File: src/rtl/jmp_if.sv
// jmp_if: jump-unit request/result bundle; master drives the decoded instruction, slave returns the decision.
//  start/op/field/regs/pc/target/ci_lt/ci_eq/ci_gt/ovf : request (master -> slave)
//  done/taken/next_pc/ovf_clr/illegal/rj                 : result  (slave -> master)
interface jmp_if #(parameter int W = 30, parameter int AW = 12, parameter int NREG = 8);
  logic                   start;
  logic [5:0]             op;
  logic [3:0]             field;
  logic [NREG*(W+1)-1:0]  regs;
  logic [AW-1:0]          pc;
  logic [AW-1:0]          target;
  logic                   ci_lt;
  logic                   ci_eq;
  logic                   ci_gt;
  logic                   ovf;
  logic                   done;
  logic                   taken;
  logic [AW-1:0]          next_pc;
  logic                   ovf_clr;
  logic                   illegal;
  logic [AW-1:0]          rj;
  modport master (output start, op, field, regs, pc, target, ci_lt, ci_eq, ci_gt, ovf,
                  input done, taken, next_pc, ovf_clr, illegal, rj);
  modport slave  (input start, op, field, regs, pc, target, ci_lt, ci_eq, ci_gt, ovf,
                  output done, taken, next_pc, ovf_clr, illegal, rj);
endinterface

File: src/rtl/jmp_unit.sv
// jmp_unit: MIX jump decision (op 39 and register jumps op 40+i), registered next PC and rJ.
//  clk, rst_n : clock, asynchronous active-low reset
//  j (slave)  : request start/op/field/regs/pc/target/ci_*/ovf; result done/taken/next_pc/ovf_clr/illegal/rj
module jmp_unit #(parameter int W = 30, parameter int AW = 12, parameter int NREG = 8) (
  input logic clk,
  input logic rst_n,
  jmp_if.slave j
);
  logic [W:0]    r;
  logic          isreg, is39, z, s, c39, creg, ill, c, oc, jsj;
  logic [AW-1:0] pc1;
  always_comb begin
    r = '0;
    isreg = 1'b0;
    for (int i = 0; i < NREG; i++)
      if (j.op == 6'(40 + i)) begin
        r = j.regs[i*(W+1) +: W+1];
        isreg = 1'b1;
      end
    // Zero test uses magnitude only, so minus zero counts as zero.
    z = ~|r[W-1:0];
    s = r[W];
    is39 = j.op == 6'd39;
    case (j.field)
      4'd0, 4'd1: c39 = 1'b1;
      4'd2:       c39 = j.ovf;
      4'd3:       c39 = ~j.ovf;
      4'd4:       c39 = j.ci_lt;
      4'd5:       c39 = j.ci_eq;
      4'd6:       c39 = j.ci_gt;
      4'd7:       c39 = j.ci_gt | j.ci_eq;
      4'd8:       c39 = ~j.ci_eq;
      4'd9:       c39 = j.ci_lt | j.ci_eq;
      default:    c39 = 1'b0;
    endcase
    case (j.field[2:0])
      3'd0:    creg = ~z & s;
      3'd1:    creg = z;
      3'd2:    creg = ~z & ~s;
      3'd3:    creg = z | ~s;
      3'd4:    creg = ~z;
      3'd5:    creg = z | s;
      3'd6:    creg = ~r[0];
      default: creg = r[0];
    endcase
    ill = ~((is39 & (j.field <= 4'd9)) | (isreg & ~j.field[3]));
    c = ~ill & (is39 ? c39 : creg);
    oc = is39 & (j.field == 4'd2 | j.field == 4'd3) & j.ovf;
    jsj = is39 & (j.field == 4'd1);
    pc1 = j.pc + AW'(1);
  end
  always_ff @(posedge clk or negedge rst_n)
    if (!rst_n) begin
      j.done <= 1'b0;
      j.taken <= 1'b0;
      j.ovf_clr <= 1'b0;
      j.illegal <= 1'b0;
      j.next_pc <= '0;
      j.rj <= '0;
    end else begin
      j.done <= j.start;
      j.ovf_clr <= j.start & oc;
      if (j.start) begin
        j.taken <= c;
        j.illegal <= ill;
        j.next_pc <= c ? j.target : pc1;
        // JSJ jumps without saving the return address.
        if (c & ~jsj) j.rj <= pc1;
      end
    end
endmodule

File: src/flat_wrapper.sv
// flat-port wrapper written by rule: the top's interface ports become plain ports
module jmp_unit_flat 
#(parameter int W = 30, parameter int AW = 12, parameter int NREG = 8)
  (clk, rst_n, j_start, j_op, j_field, j_regs, j_pc, j_target, j_ci_lt, j_ci_eq, j_ci_gt, j_ovf, j_done, j_taken, j_next_pc, j_ovf_clr, j_illegal, j_rj);
  jmp_if #(.W(W), .AW(AW), .NREG(NREG)) j_i ();
  input logic clk;
  input logic rst_n;
  input wire logic [$bits(j_i.start)-1:0] j_start;
  input wire logic [$bits(j_i.op)-1:0] j_op;
  input wire logic [$bits(j_i.field)-1:0] j_field;
  input wire logic [$bits(j_i.regs)-1:0] j_regs;
  input wire logic [$bits(j_i.pc)-1:0] j_pc;
  input wire logic [$bits(j_i.target)-1:0] j_target;
  input wire logic [$bits(j_i.ci_lt)-1:0] j_ci_lt;
  input wire logic [$bits(j_i.ci_eq)-1:0] j_ci_eq;
  input wire logic [$bits(j_i.ci_gt)-1:0] j_ci_gt;
  input wire logic [$bits(j_i.ovf)-1:0] j_ovf;
  output wire logic [$bits(j_i.done)-1:0] j_done;
  output wire logic [$bits(j_i.taken)-1:0] j_taken;
  output wire logic [$bits(j_i.next_pc)-1:0] j_next_pc;
  output wire logic [$bits(j_i.ovf_clr)-1:0] j_ovf_clr;
  output wire logic [$bits(j_i.illegal)-1:0] j_illegal;
  output wire logic [$bits(j_i.rj)-1:0] j_rj;
  assign j_i.start = j_start;
  assign j_i.op = j_op;
  assign j_i.field = j_field;
  assign j_i.regs = j_regs;
  assign j_i.pc = j_pc;
  assign j_i.target = j_target;
  assign j_i.ci_lt = j_ci_lt;
  assign j_i.ci_eq = j_ci_eq;
  assign j_i.ci_gt = j_ci_gt;
  assign j_i.ovf = j_ovf;
  assign j_done = j_i.done;
  assign j_taken = j_i.taken;
  assign j_next_pc = j_i.next_pc;
  assign j_ovf_clr = j_i.ovf_clr;
  assign j_illegal = j_i.illegal;
  assign j_rj = j_i.rj;
  jmp_unit #(.W(W), .AW(AW), .NREG(NREG)) u_core (.clk(clk), .rst_n(rst_n), .j(j_i));
endmodule
File: config.mk
export PLATFORM = sky130hd
export DESIGN_NAME = jmp_unit_flat
export DESIGN_NICKNAME = d
export VERILOG_FILES = /design/src/rtl/jmp_if.sv /design/src/rtl/jmp_unit.sv /design/src/flat_wrapper.sv
export SDC_FILE = /design/constraint.sdc
export NUM_CORES = 1
export LEC_CHECK = 0
export ABC_AREA = 1
export BUFFER_PORTS_ARGS = -buffer_cell sky130_fd_sc_hd__buf_2
export CAP_MARGIN = 30
export CORE_AREA = 2 2 124 126
export CTS_CLUSTER_DIAMETER = 150
export DETAILED_ROUTE_END_ITERATION = 16
export DIE_AREA = 0 0 126 128
export GPL_TIMING_DRIVEN = 0
export PLACE_DENSITY_LB_ADDON = 0.3
export SETUP_SLACK_MARGIN = 0.1
export SYNTH_ARGS = -nofsm -noshare
export SYNTH_HDL_FRONTEND = slang
export SYNTH_SLANG_ARGS = --single-unit
File: constraint.sdc
create_clock -name clk -period 0.8 [get_ports clk]
set_input_delay 0.24 -clock clk [delete_from_list [all_inputs] [get_ports clk]]
set_output_delay 0.24 -clock clk [all_outputs]
set_load 0.01 [all_outputs]
# Word level (Yosys, flattened, before mapping)
# Index checks and enable logic that the tools add are counted.
# word_totals
reg_bits	28
latchBits	0
ram_bits	0
romBits	0
in_bits	289
output_inout_bits	28
n_memories	0
# classes
addsub	1
mul	0
div_mod_pow	0
magnitude_cmp	1
eq_ne	24
shift	0
n_mux	20
bitwise	23
n_reduce_logical	6
# op_table
operator	n
31-bit 2-to-1 mux	8
6-bit equality test, second input constant	9
30-bit OR reduction	1
4-bit by 3-bit equality test with 1-bit output, second input constant	4
12-bit by 1-bit adder with 12-bit output, second input constant	1
12-bit 2-to-1 mux	1
1-bit AND	10
3-bit equality test, second input constant	3
1-bit 2-to-1 mux	9
1-bit one-hot mux with 9 select lines	1
4-bit by 2-bit equality test with 1-bit output, second input constant	2
4-bit equality test, second input constant	2
1-bit inverter	7
1-bit one-hot mux with 7 select lines	1
3-bit by 2-bit equality test with 1-bit output, second input constant	2
1-bit bitwise OR	6
4-bit by 1-bit equality test with 1-bit output, second input constant	1
4-bit less-or-equal comparator, second input constant	1
4-bit logical NOT	1
3-bit by 1-bit equality test with 1-bit output, second input constant	1
3-bit logical NOT	1
2-bit AND reduction	1
2-bit OR reduction	1
1-bit logical NOT	1

# Depth between registers and ports, before layout
# Gate-level depths: netlist (run 1).
# logic_depth
depth_word	17
ltp_mapped	27
ltp_nobuf	25

# Worst setup path before layout (run 1)
# Ideal clock, no wire load.
# synth_timing
path_kind	input port to flip-flop
startpoint	input j_op[4]
endpoint	register u_core.j.rj[10]
setup_time_ns	0.119
t_arrival_ns	2.277
setup_slack_ns	-1.595
path_stages	24
path_buffers	2
path_cell_list	inv_1 nand2_1 nor2_2 nand3_2 nor2_2 buf_2 inv_2 o22ai_1 inv_1 nand2_2 nand2_1 nor2_1 nand2_1 nor2_2 nand2_1 nand2_1 nand2_1 nand3_1 nand2_2 nand2_4 nand4_2 buf_4 nand2_1 nand2_1
# synth_via
elab_chain_len	17
# synth_rtl
element	line_no	text
start: declaration	flat_wrapper.sv:9	input wire logic [$bits(j_i.op)-1:0] j_op;
6-bit equality test	jmp_unit.sv:16	if (j.op == 6'(40 + i)) begin
31-bit 2-to-1 mux (8 in series)	jmp_unit.sv:16	
30-bit OR reduction	jmp_unit.sv:21	z = ~|r[W-1:0];
1-bit logical NOT	jmp_unit.sv:21	
1-bit bitwise OR, on equally long branches	jmp_unit.sv:42, jmp_unit.sv:40	
1-bit one-hot mux with 7 select lines	jmp_unit.sv:36	case (j.field[2:0])
1-bit 2-to-1 mux	jmp_unit.sv:47	c = ~ill & (is39 ? c39 : creg);
1-bit AND	jmp_unit.sv:47	
1-bit AND *	jmp_unit.sv:68	if (c & ~jsj) j.rj <= pc1;
2-bit AND reduction (no line) *	n/a	
end signal: assignment	jmp_unit.sv:68	
end: declaration	jmp_if.sv:24	output done, taken, next_pc, ovf_clr, illegal, rj);
# Mark *: on every way between the ends. The rest lies on a longest branch, timed or not.
# A chain may end at the register's enable or synchronous reset.

# Worst setup path after layout (run 1)
# layout_timing
startpoint	input j_op[5]
endpoint	register u_core.j.rj[3]
# The elaborated chain is that of the path after synthesis.

==> reports/qor.tcl, run 1 <==
set qor(yosysTopAreaCellShare) 0.2216
set qor(p_seq_frac) 0.282
set qor(grt-ovfl-total) 0
set qor(routability_congestion_estimate_from_global_placement) 0.9107
set qor(place.detailed.hpwl_um) 17460
set qor(cts_made_buffers) 3
set qor(synth_edf_count) 0
set qor(tritoncts) {yes}
set qor(criticalPathCategory) {in2reg}
set qor(yosys_register_bits) 28
set qor(timing.final.setup_violations) 55
set qor(max-vdd-ir-drop_v) 0.0007658
set qor(ff2ff_path_depth) 4
set qor(synthesis.nets) 1045
set qor(dieWidth_um) 126
set qor(antenna_found_initial) 4
set qor(regToRegSetupSlack_ps) -60
set qor(comb_power_share) 0.484
set qor(holdCritPathClass) {in2async}
set qor(via_count_of_the_first_global_routing_pass) 6038
set qor(layout_setup_ws_ps) -1711
set qor(cts_num_sinks) 28
set qor(crit-reg2reg-capture) {u_core.j.next_pc[2]}
set qor(maxCapViolations) 0
set qor(power.internal_mw) 4.202
set qor(end_kind) {flop}
set qor(main_flop_type_after_synthesis) {dfrtp_1}
set qor(row_count) 45
set qor(clock_path_buffers) 2
set qor(synthesis.area_um2) 3964
set qor(htree_levels) 1
set qor(initial_drt_pass_iterations) 5
set qor(grt_setup_unrepaired) {yes}
set qor(power-per-cell-area_nw_per_um2) 902.7
set qor(finalCritPeriodShare) 3.139
set qor(violations_in_the_final_reports) {negative hold slack, negative setup slack}
set qor(finish.utilization) 0.4726
set qor(n_fill_cell) 1665
set qor(drt-wirelength-per-cell_um) 16.26
set qor(syn_inst) 755
set qor(io_pins) 317
set qor(critical_path_cell_with_the_highest_stage_delay) {buf_6}
set qor(dieArea_um2) 16130
set qor(path_clk_slew_ps) 70
set qor(yosys_warnings) 0
set qor(port_buffers) 316
set qor(synth_top_cell_by_area) {nand2_1}
set qor(grt_pass1_wl_um) 31600
set qor(start_util) 0.2667
set qor(synth_top_cells_by_area) {nand2_1 (22%), dfrtp_1 (18%), nand3_1 (15%)}
set qor(cp-start-kind) {input port}
set qor(crit_path_max_incr_delay_ps) 190
set qor(layout_area_growth_over_synthesis_pct) 77.24
set qor(maxSlewHeadroom) 0.5900
set qor(clk-insertion-delay-late_ps) 260
set qor(clock_tree.root_cell) {clkbuf_16}
set qor(netSwitchingFraction) 0.3375
set qor(postSynthAreaPerCell_um2) 5.250
set qor(worstMarginPinSlew_ps) 615.1
set qor(r2r_start) {u_core.j.next_pc[2]}
set qor(slew_violations) 0
set qor(worstPathArrival_ps) 2660
set qor(globalRouteTotalUtil) 0.2476
set qor(drive_gt1_frac) 0.4360
set qor(finalHoldViolations) 28
set qor(power_frac_clock) 0.235
set qor(fin_worst_hold_slack_ps) -20.08
set qor(layout_min_cycle_time_ps) 2511
set qor(fmax_mhz) 398.2
set qor(crit_path_launch) {j_op[5]}
set qor(grt_start_max_net_pins) 29
set qor(worst_ep_required_time_ps) 950
set qor(setup.worst_path.end) {u_core.j.rj[3]}
set qor(total_switching_power_mw) 2.141
set qor(final_nets) 1424
set qor(postRouteAntennaNets) 0
set qor(worst-path-max-fanout) 6
set qor(yosysUniqueCellTypes) 38
set qor(final.setup_skew_ps) 0
set qor(die_ht_um) 128
set qor(finalWirelength_um) 21510
set qor(power.leakage_nw) 4.042
set qor(via_per_inst) 4.707
set qor(synth.yosys.seq_area_share) 0.1768
set qor(status) {complete, but fails checks}
set qor(synthArstFlopShare) 1.000
set qor(vias) 6227
set qor(detail_route.drc_violations) 0
set qor(drt-initial-drc-count) 393
set qor(fp.coreArea_um2) 14860
synthesized netlist by cell type, types with 4 or more instances:
master / count
nand2_2: 4
clkbuf_1: 21
nor2_2: 5
nand3_1: 117
o211ai_1: 4
nand2_1: 234
dfrtp_1: 28
buf_2: 6
inv_1: 98
buf_4: 4
nor2_1: 129
nand4_1: 52
a21oi_1: 4
inv_2: 5
xor2_1: 9
worst min-delay path by stage:
stage                      endpoint  slack [ps]  depth (start not counted)
3_3_place_gp        u_core.j.rj[10]         290                          1
2_1_floorplan         u_core.j.done         -60                          0
3_5_place_dp         u_core.j.rj[8]         300                          1
4_1_cts        u_core.j.next_pc[11]          10                          1
5_1_grt              u_core.j.rj[8]          50                          1
6_report       u_core.j.next_pc[11]         -20                          1
through the flow:
step | setup TNS (ps) | setup WS [ps] | instances | power [mW] | area [um2]
2_1_floorplan | -36200 | -1466 | 755 | 2.823 | 4074
5_1_grt | -54670 | -1920 | 1323 | 6.719 | 7025
6_report | -48660 | -1711 | 1323 | 6.342 | 7025
4_1_cts | -48390 | -1690 | 1301 | 5.992 | 6603
3_3_place_gp | -61070 | -2432 | 1259 | 4.139 | 5891
3_5_place_dp | -61050 | -2429 | 1259 | 4.154 | 5891
cell type report:
class / instances / area [um2] / share of cell area
clock inverter: 1 / 30.03 / 0.004274
buffer: 36 / 321.6 / 0.04577
inverter: 103 / 427.9 / 0.06091
tap: 188 / 235.2 / 0.03348
timing repair buffer: 374 / 2186 / 0.3111
antenna: 2 / 5.005 / 0.0007124
sequential: 28 / 700.7 / 0.09973
multi-input combinational: 588 / 3044 / 0.4333
clock buffer: 3 / 75.07 / 0.01069
per-layer routing:
metal  routed length [um]  global-route usage  part of all wire
met1                 8981              0.3117              0.42
met2                10480              0.4342              0.49
met3                 1503             0.04883             0.070
met4                  529             0.06335             0.025
met5                   18                   0           0.00084
flip-flops by register name, indices dropped and copies added (netlist names):
signal and count:
u_core.j.illegal 1, u_core.j.rj 12, u_core.j.done 1, u_core.j.ovf_clr 1, u_core.j.taken 1, u_core.j.next_pc 12
power by group through the flow:
stage	clock network [mW]	registers [mW]	logic, mW
after global placement	0	1.80	2.34
after detailed placement	0	1.80	2.35
final	1.49	1.79	3.07
after CTS	1.50	1.77	2.72
after floorplan	0	1.92	0.899
after global routing	1.55	1.80	3.36
repair_timing:
action,in CTS,in global routing
setup endpoints to repair,55,55
hold buffers,0,0
gates resized for setup,86,72
pin swaps,34,51
gates cloned,3,2
setup buffers,35,18
cell usage in the layout, fill, tap and decap left out, types with 4 or more instances in the layout:
cell and n:
buf_12 4, buf_2 314, buf_4 48, buf_6 20
buf_8 8, clkbuf_16 5, clkbuf_2 5, dfrtp_1 28
inv_1 93, nand2_1 211, nand2_2 21, nand2_4 6
nand3_1 104, nand3_2 13, nand4_1 52, nor2_1 116
nor2_2 6, nor2_4 14, o211ai_1 4, xor2_1 9
critical path: cells and delay by family:
family | cells | cell delay, ps
simple gates | 19 | 1690
buf+inv | 6 | 730
kinds of logic (layout without fill, tap and decap cells):
family / count (synthesis) / after routing / synth area share
fa+ha+maj: 1 / 1 / 0.003156
simple gates: 557 / 557 / 0.6241
compound gates: 19 / 19 / 0.03062
xor+xnor: 11 / 11 / 0.02431
buf+inv: 139 / 517 / 0.1411
other cells: 0 / 2 / 0
flops: 28 / 28 / 0.1768
Power figures use the tool's default switching activity.
==> inputs of run 2 (changes only) <==
BUFFER_PORTS_ARGS = -buffer_cell sky130_fd_sc_hd__buf_4   (was -buffer_cell sky130_fd_sc_hd__buf_2)
==> run 2 against run 1 <==
The flow still finishes with violations (negative hold slack, negative setup slack). Power up 14%. Cell area up 15%. First-iteration DRC count is 5.6% lower. Global-route usage increased by 1.2 points. Clock power barely moved. Sequential cell count unchanged. Fmax shrank 0.11%. Hold slack got worse by 98 ps. Clock-buffer cell count stayed put. Sequential share of layout area down 1.3 points. Largest power group unchanged.
==> reports/qor.tcl, run 2 (synthesis results as in run 1) <==
set qor(status) {complete, but fails checks}
set qor(violations_in_the_final_reports) {negative hold slack, negative setup slack}
set qor(place.detailed.hpwl_um) 17660
set qor(worstPathArrival_ps) 2670
set qor(fmax_mhz) 397.8
set qor(postRouteAntennaNets) 0
set qor(finalCritPeriodShare) 3.142
set qor(clock_tree.root_cell) {clkbuf_16}
set qor(grt-ovfl-total) 0
set qor(power-per-cell-area_nw_per_um2) 889.2
set qor(maxCapViolations) 0
set qor(holdCritPathClass) {in2async}
set qor(crit-reg2reg-capture) {u_core.j.taken}
set qor(fin_worst_hold_slack_ps) -118.3
set qor(cts_made_buffers) 3
set qor(maxSlewHeadroom) 0.6824
set qor(layout_setup_ws_ps) -1714
set qor(worstMarginPinSlew_ps) 476.3
set qor(worst_ep_required_time_ps) 960
set qor(dieWidth_um) 126
set qor(finalHoldViolations) 28
set qor(cp-start-kind) {input port}
set qor(ff2ff_path_depth) 4
set qor(grt_setup_unrepaired) {yes}
set qor(clock_path_buffers) 2
set qor(start_util) 0.2667
set qor(drt-initial-drc-count) 371
set qor(grt_pass1_wl_um) 33290
set qor(layout_area_growth_over_synthesis_pct) 104.5
set qor(end_kind) {flop}
set qor(timing.final.setup_violations) 55
set qor(vias) 6389
set qor(power.leakage_nw) 4.417
set qor(routability_congestion_estimate_from_global_placement) 0.9305
set qor(htree_levels) 1
set qor(mostFrequentLayoutCells) {buf_4 (331), nand2_1 (202), nor2_1 (113)}
set qor(globalRouteMet1Util) 0.3191
set qor(grt_start_max_net_pins) 29
set qor(criticalPathCategory) {in2reg}
set qor(via_per_inst) 4.807
set qor(biggestRegsByFlops) {u_core.j.next_pc (12), u_core.j.rj (12)}
set qor(via_count_of_the_first_global_routing_pass) 6289
set qor(clk-insertion-delay-late_ps) 260
set qor(row_count) 45
set qor(r2r_start) {u_core.j.taken}
set qor(worst-path-max-fanout) 5
set qor(layout_min_cycle_time_ps) 2514
set qor(globalRouteTotalUtil) 0.2600
set qor(dieArea_um2) 16130
set qor(drt-wirelength-per-cell_um) 16.82
set qor(tritoncts) {yes}
set qor(path_clk_slew_ps) 70
set qor(max-vdd-ir-drop_v) 0.001007
set qor(die_ht_um) 128
set qor(layout.cells.non_filler) 1329
set qor(placedCellCount) 1259
set qor(met3_usage) 0.05801
set qor(fraction_of_met2_tracks_used_by_global_routing) 0.4655
set qor(slew_violations) 0
set qor(fp.coreArea_um2) 14860
set qor(drive_gt1_frac) 0.4561
set qor(cts_num_sinks) 28
set qor(initial_drt_pass_iterations) 6
set qor(grt-busiest-layer) {met2}
set qor(port_buffers) 316
set qor(finalWirelength_um) 22360
set qor(final.setup_skew_ps) 0
set qor(regToRegSetupSlack_ps) -100
set qor(final_nets) 1431
set qor(detail_route.drc_violations) 0
set qor(layout_commonest_cell) {buf_4}
set qor(antenna_found_initial) 2
set qor(io_pins) 317
## run 2: metal layers
metal  up-vias  share of wire
met4         2          0.025
met2       302           0.50
li1       3181              -
met5         -        0.00054
met3        43          0.089
met1      2861           0.39
## run 2: layout make-up
cell class	instances	area, um2
inverter	103	424.2
buffer	36	357.8
antenna	1	2.502
timing repair buffer	381	3164
multi-input combinational	588	3118
clock buffer	3	75.07
fill	1519	6756
sequential	28	700.7
clock inverter	1	30.03
tap	188	235.2
## run 2: critical path: stages
cell	delay (ps)
buf_8	90
inv_4	30
nor2_4	200
nand2_4	80
nor2_4	130
buf_6	170
buf_6	110
nand2_1	40
nand3_1	70
nand2_1	50
nand2_1	60
nand2_1	50
nand2_1	70
nand2_2	70
buf_4	140
o211ai_1	180
inv_1	70
a21oi_2	100
nand3_1	90
nand2_2	110
nand2_4	90
nand2_4	100
buf_6	120
nand2_1	50
nand3_1	70
nand2_1	60
## run 2: power by group
group / internal (mW) / switching (mW)
sequential: 1.66 / 0.184
combinational: 2.29 / 1.59
clock: 0.997 / 0.491
total: 4.95 / 2.26
## run 2: worst max-delay path by stage
| stage | from | to | slack (ps) | cells past startpoint |
|---|---|---|---|---|
| 2_1_floorplan | j_op[4] | u_core.j.next_pc[11] | -1470 | 24 |
| 3_3_place_gp | j_op[4] | u_core.j.next_pc[0] | -2350 | 25 |
| 3_5_place_dp | j_op[4] | u_core.j.next_pc[8] | -2350 | 25 |
| 4_1_cts | j_op[4] | u_core.j.next_pc[3] | -1680 | 24 |
| 5_1_grt | j_op[5] | u_core.j.next_pc[2] | -1950 | 26 |
| 6_report | j_op[5] | u_core.j.next_pc[3] | -1710 | 26 |
## run 2: metrics by stage
stage / util / instance area, um2 / setup TNS, ps / setup slack, ps / power [mW]
CTS: 0.5234 / 7780 / -48370 / -1677 / 6.954
detailed placement: 0.4495 / 6681 / -58980 / -2352 / 4.674
global placement: 0.4495 / 6681 / -58940 / -2353 / 4.647
floorplan: - / 4074 / -36200 / -1466 / 2.823
global route: 0.5453 / 8105 / -55750 / -1953 / 7.645
finish: 0.5455 / 8108 / -49450 / -1714 / 7.209
## run 2: what timing repair did
item	in CTS	in global routing
pin swaps	56	37
setup endpoints to repair	55	55
resized for setup	156	52
setup buffers	46	16
gates cloned	2	2
hold endpoints to repair	28	28
==> inputs of run 3 (changes only) <==
==> constraint.sdc (replaced) <==
create_clock -name clk -period 0.8 [get_ports clk]
set_input_delay 0.16 -clock clk [delete_from_list [all_inputs] [get_ports clk]]
set_output_delay 0.16 -clock clk [all_outputs]
set_load 0.01 [all_outputs]
==> run 3 against run 2 <==
The run ends with negative setup slack left. Highest routed layer unchanged. Die area is the same. Register-to-register slack is essentially flat. Via count is essentially flat.
==> reports/qor.tcl, run 3 (synthesis results as in run 1) <==
set qor(status) {complete, but fails checks}
set qor(violations_in_the_final_reports) {negative setup slack}
set qor(n_fill_cell) 1515
set qor(placedCellCount) 1259
set qor(path_common_cell) {nand2_1}
set qor(fp.coreArea_um2) 14860
set qor(timing.final.setup_violations) 55
set qor(grt_pass1_wl_um) 33310
set qor(final_cell_area_um2) 8122
set qor(dieArea_um2) 16130
set qor(grt_setup_unrepaired) {yes}
set qor(power.leakage_nw) 4.422
set qor(clock_tree.root_cell) {clkbuf_16}
set qor(r2r_start) {u_core.j.taken}
set qor(die_ht_um) 128
set qor(clk-insertion-delay-late_ps) 260
set qor(tritoncts) {yes}
set qor(crit-reg2reg-capture) {u_core.j.taken}
set qor(cts_made_buffers) 3
set qor(criticalPathCategory) {in2reg}
set qor(start_util) 0.2667
set qor(maxCapViolations) 0
set qor(finalCritPeriodShare) 3.044
set qor(final_nets) 1432
set qor(io_pins) 317
set qor(worst-path-max-fanout) 5
set qor(dieWidth_um) 126
set qor(critical_path_cell_with_the_highest_stage_delay) {nor2_4}
set qor(port_buffers) 316
set qor(grt-ovfl-total) 0
set qor(routability_congestion_estimate_from_global_placement) 0.9305
set qor(layout_area_growth_over_synthesis_pct) 104.9
set qor(detail_route.drc_violations) 0
set qor(globalRouteTotalUtil) 0.2601
set qor(setup.worst_path.end) {u_core.j.next_pc[3]}
set qor(finalHoldViolations) 0
set qor(max-vdd-ir-drop_v) 0.001010
set qor(worstPathArrival_ps) 2590
set qor(crit_path_launch) {j_op[5]}
set qor(ff2ff_path_depth) 4
set qor(end_kind) {flop}
set qor(final.setup_skew_ps) 0
set qor(regToRegSetupSlack_ps) -100
set qor(place_area_um2) 6681
set qor(antenna_found_initial) 2
set qor(place_worst_setup_slack_ps) -2272
set qor(total_power_mw) 7.219
set qor(row_count) 45
set qor(cp-start-kind) {input port}
set qor(layout_commonest_cell) {buf_4}
set qor(clock_path_buffers) 2
set qor(slew_violations) 0
set qor(via_per_inst) 4.799
set qor(layout.cells.non_filler) 1330
set qor(power-per-cell-area_nw_per_um2) 888.8
set qor(holdCritPathClass) {in2reg}
set qor(drt-initial-drc-count) 358
set qor(layout_setup_ws_ps) -1635
set qor(initial_drt_pass_iterations) 7
set qor(vias) 6383
set qor(mostFrequentLayoutCells) {buf_4 (330), nand2_1 (202), nor2_1 (113)}
set qor(worst_ep_required_time_ps) 960
set qor(fin_worst_hold_slack_ps) 11.95
set qor(drive_gt1_frac) 0.4557
set qor(fmax_mhz) 410.6
set qor(via_count_of_the_first_global_routing_pass) 6290
set qor(place.detailed.hpwl_um) 17660
set qor(worstMarginPinSlew_ps) 475.8
set qor(crit_path_max_incr_delay_ps) 200
set qor(grt_start_max_net_pins) 29
set qor(postRouteAntennaNets) 0
set qor(layout_min_cycle_time_ps) 2435
set qor(maxSlewHeadroom) 0.6828
set qor(finalWirelength_um) 22360
set qor(cts_num_sinks) 28
set qor(path_clk_slew_ps) 70
set qor(htree_levels) 1
set qor(biggestRegsByFlops) {u_core.j.next_pc (12), u_core.j.rj (12)}
set qor(drt-wirelength-per-cell_um) 16.81
==> run 3: per-layer routing <==
layer | up-vias | part of all wire | GRT usage
li1 | 3186 | - | -
met1 | 2880 | 0.39 | 0.3193
met2 | 277 | 0.50 | 0.4655
met3 | 38 | 0.085 | 0.05801
met4 | 2 | 0.024 | 0.05753
met5 | - | 0.00054 | 0
==> run 3: worst max-delay path: cells and delay by family <==
family | cells | cell delay (ps)
compound gates | 2 | 280
simple gates | 17 | 1390
buf+inv | 7 | 750
==> run 3: worst min-delay path by stage <==
stage	start	endpoint	slack (ps)	cells after the start
finish	j_start	u_core.j.done	10	1
global route	j_start	u_core.j.done	10	1
CTS	j_start	u_core.j.done	7	1
detailed placement	rst_n	u_core.j.rj[9]	100	1
global placement	rst_n	u_core.j.rj[10]	100	1
floorplan	rst_n	u_core.j.done	-140	0
==> run 3: what timing repair did <==
| item | 4_1_cts | 5_1_grt |
|---|---|---|
| pin swaps | 56 | 37 |
| setup buffers | 46 | 16 |
| hold endpoints to repair | 28 | 0 |
| resized for setup | 156 | 53 |
| gates cloned | 2 | 2 |
| endpoints found under the setup margin | 55 | 73 |
| hold buffers | 1 | 0 |
==> run 3: metrics by stage <==
step	util	setup TNS, ps
floorplan	-	-34040
global placement	0.4495	-56780
detailed placement	0.4495	-56820
CTS	0.5241	-43970
global route	0.5462	-51360
finish	0.5464	-45010
==> run 3: area by class of cell <==
cell class                 count  area, um2  share of cell area
tap                          188      235.2             0.02896
antenna                        1      2.502           0.0003081
sequential                    28      700.7             0.08627
inverter                     103      424.2             0.05223
clock inverter                 1      30.03            0.003697
timing repair buffer         382       3178              0.3913
buffer                        36      357.8             0.04406
clock buffer                   3      75.07            0.009244
multi-input combinational    588       3118              0.3839
==> run 3: where the power goes <==
part	internal (mW)	switching [mW]
clock	0.997	0.494
sequential	1.66	0.184
combinational	2.30	1.59
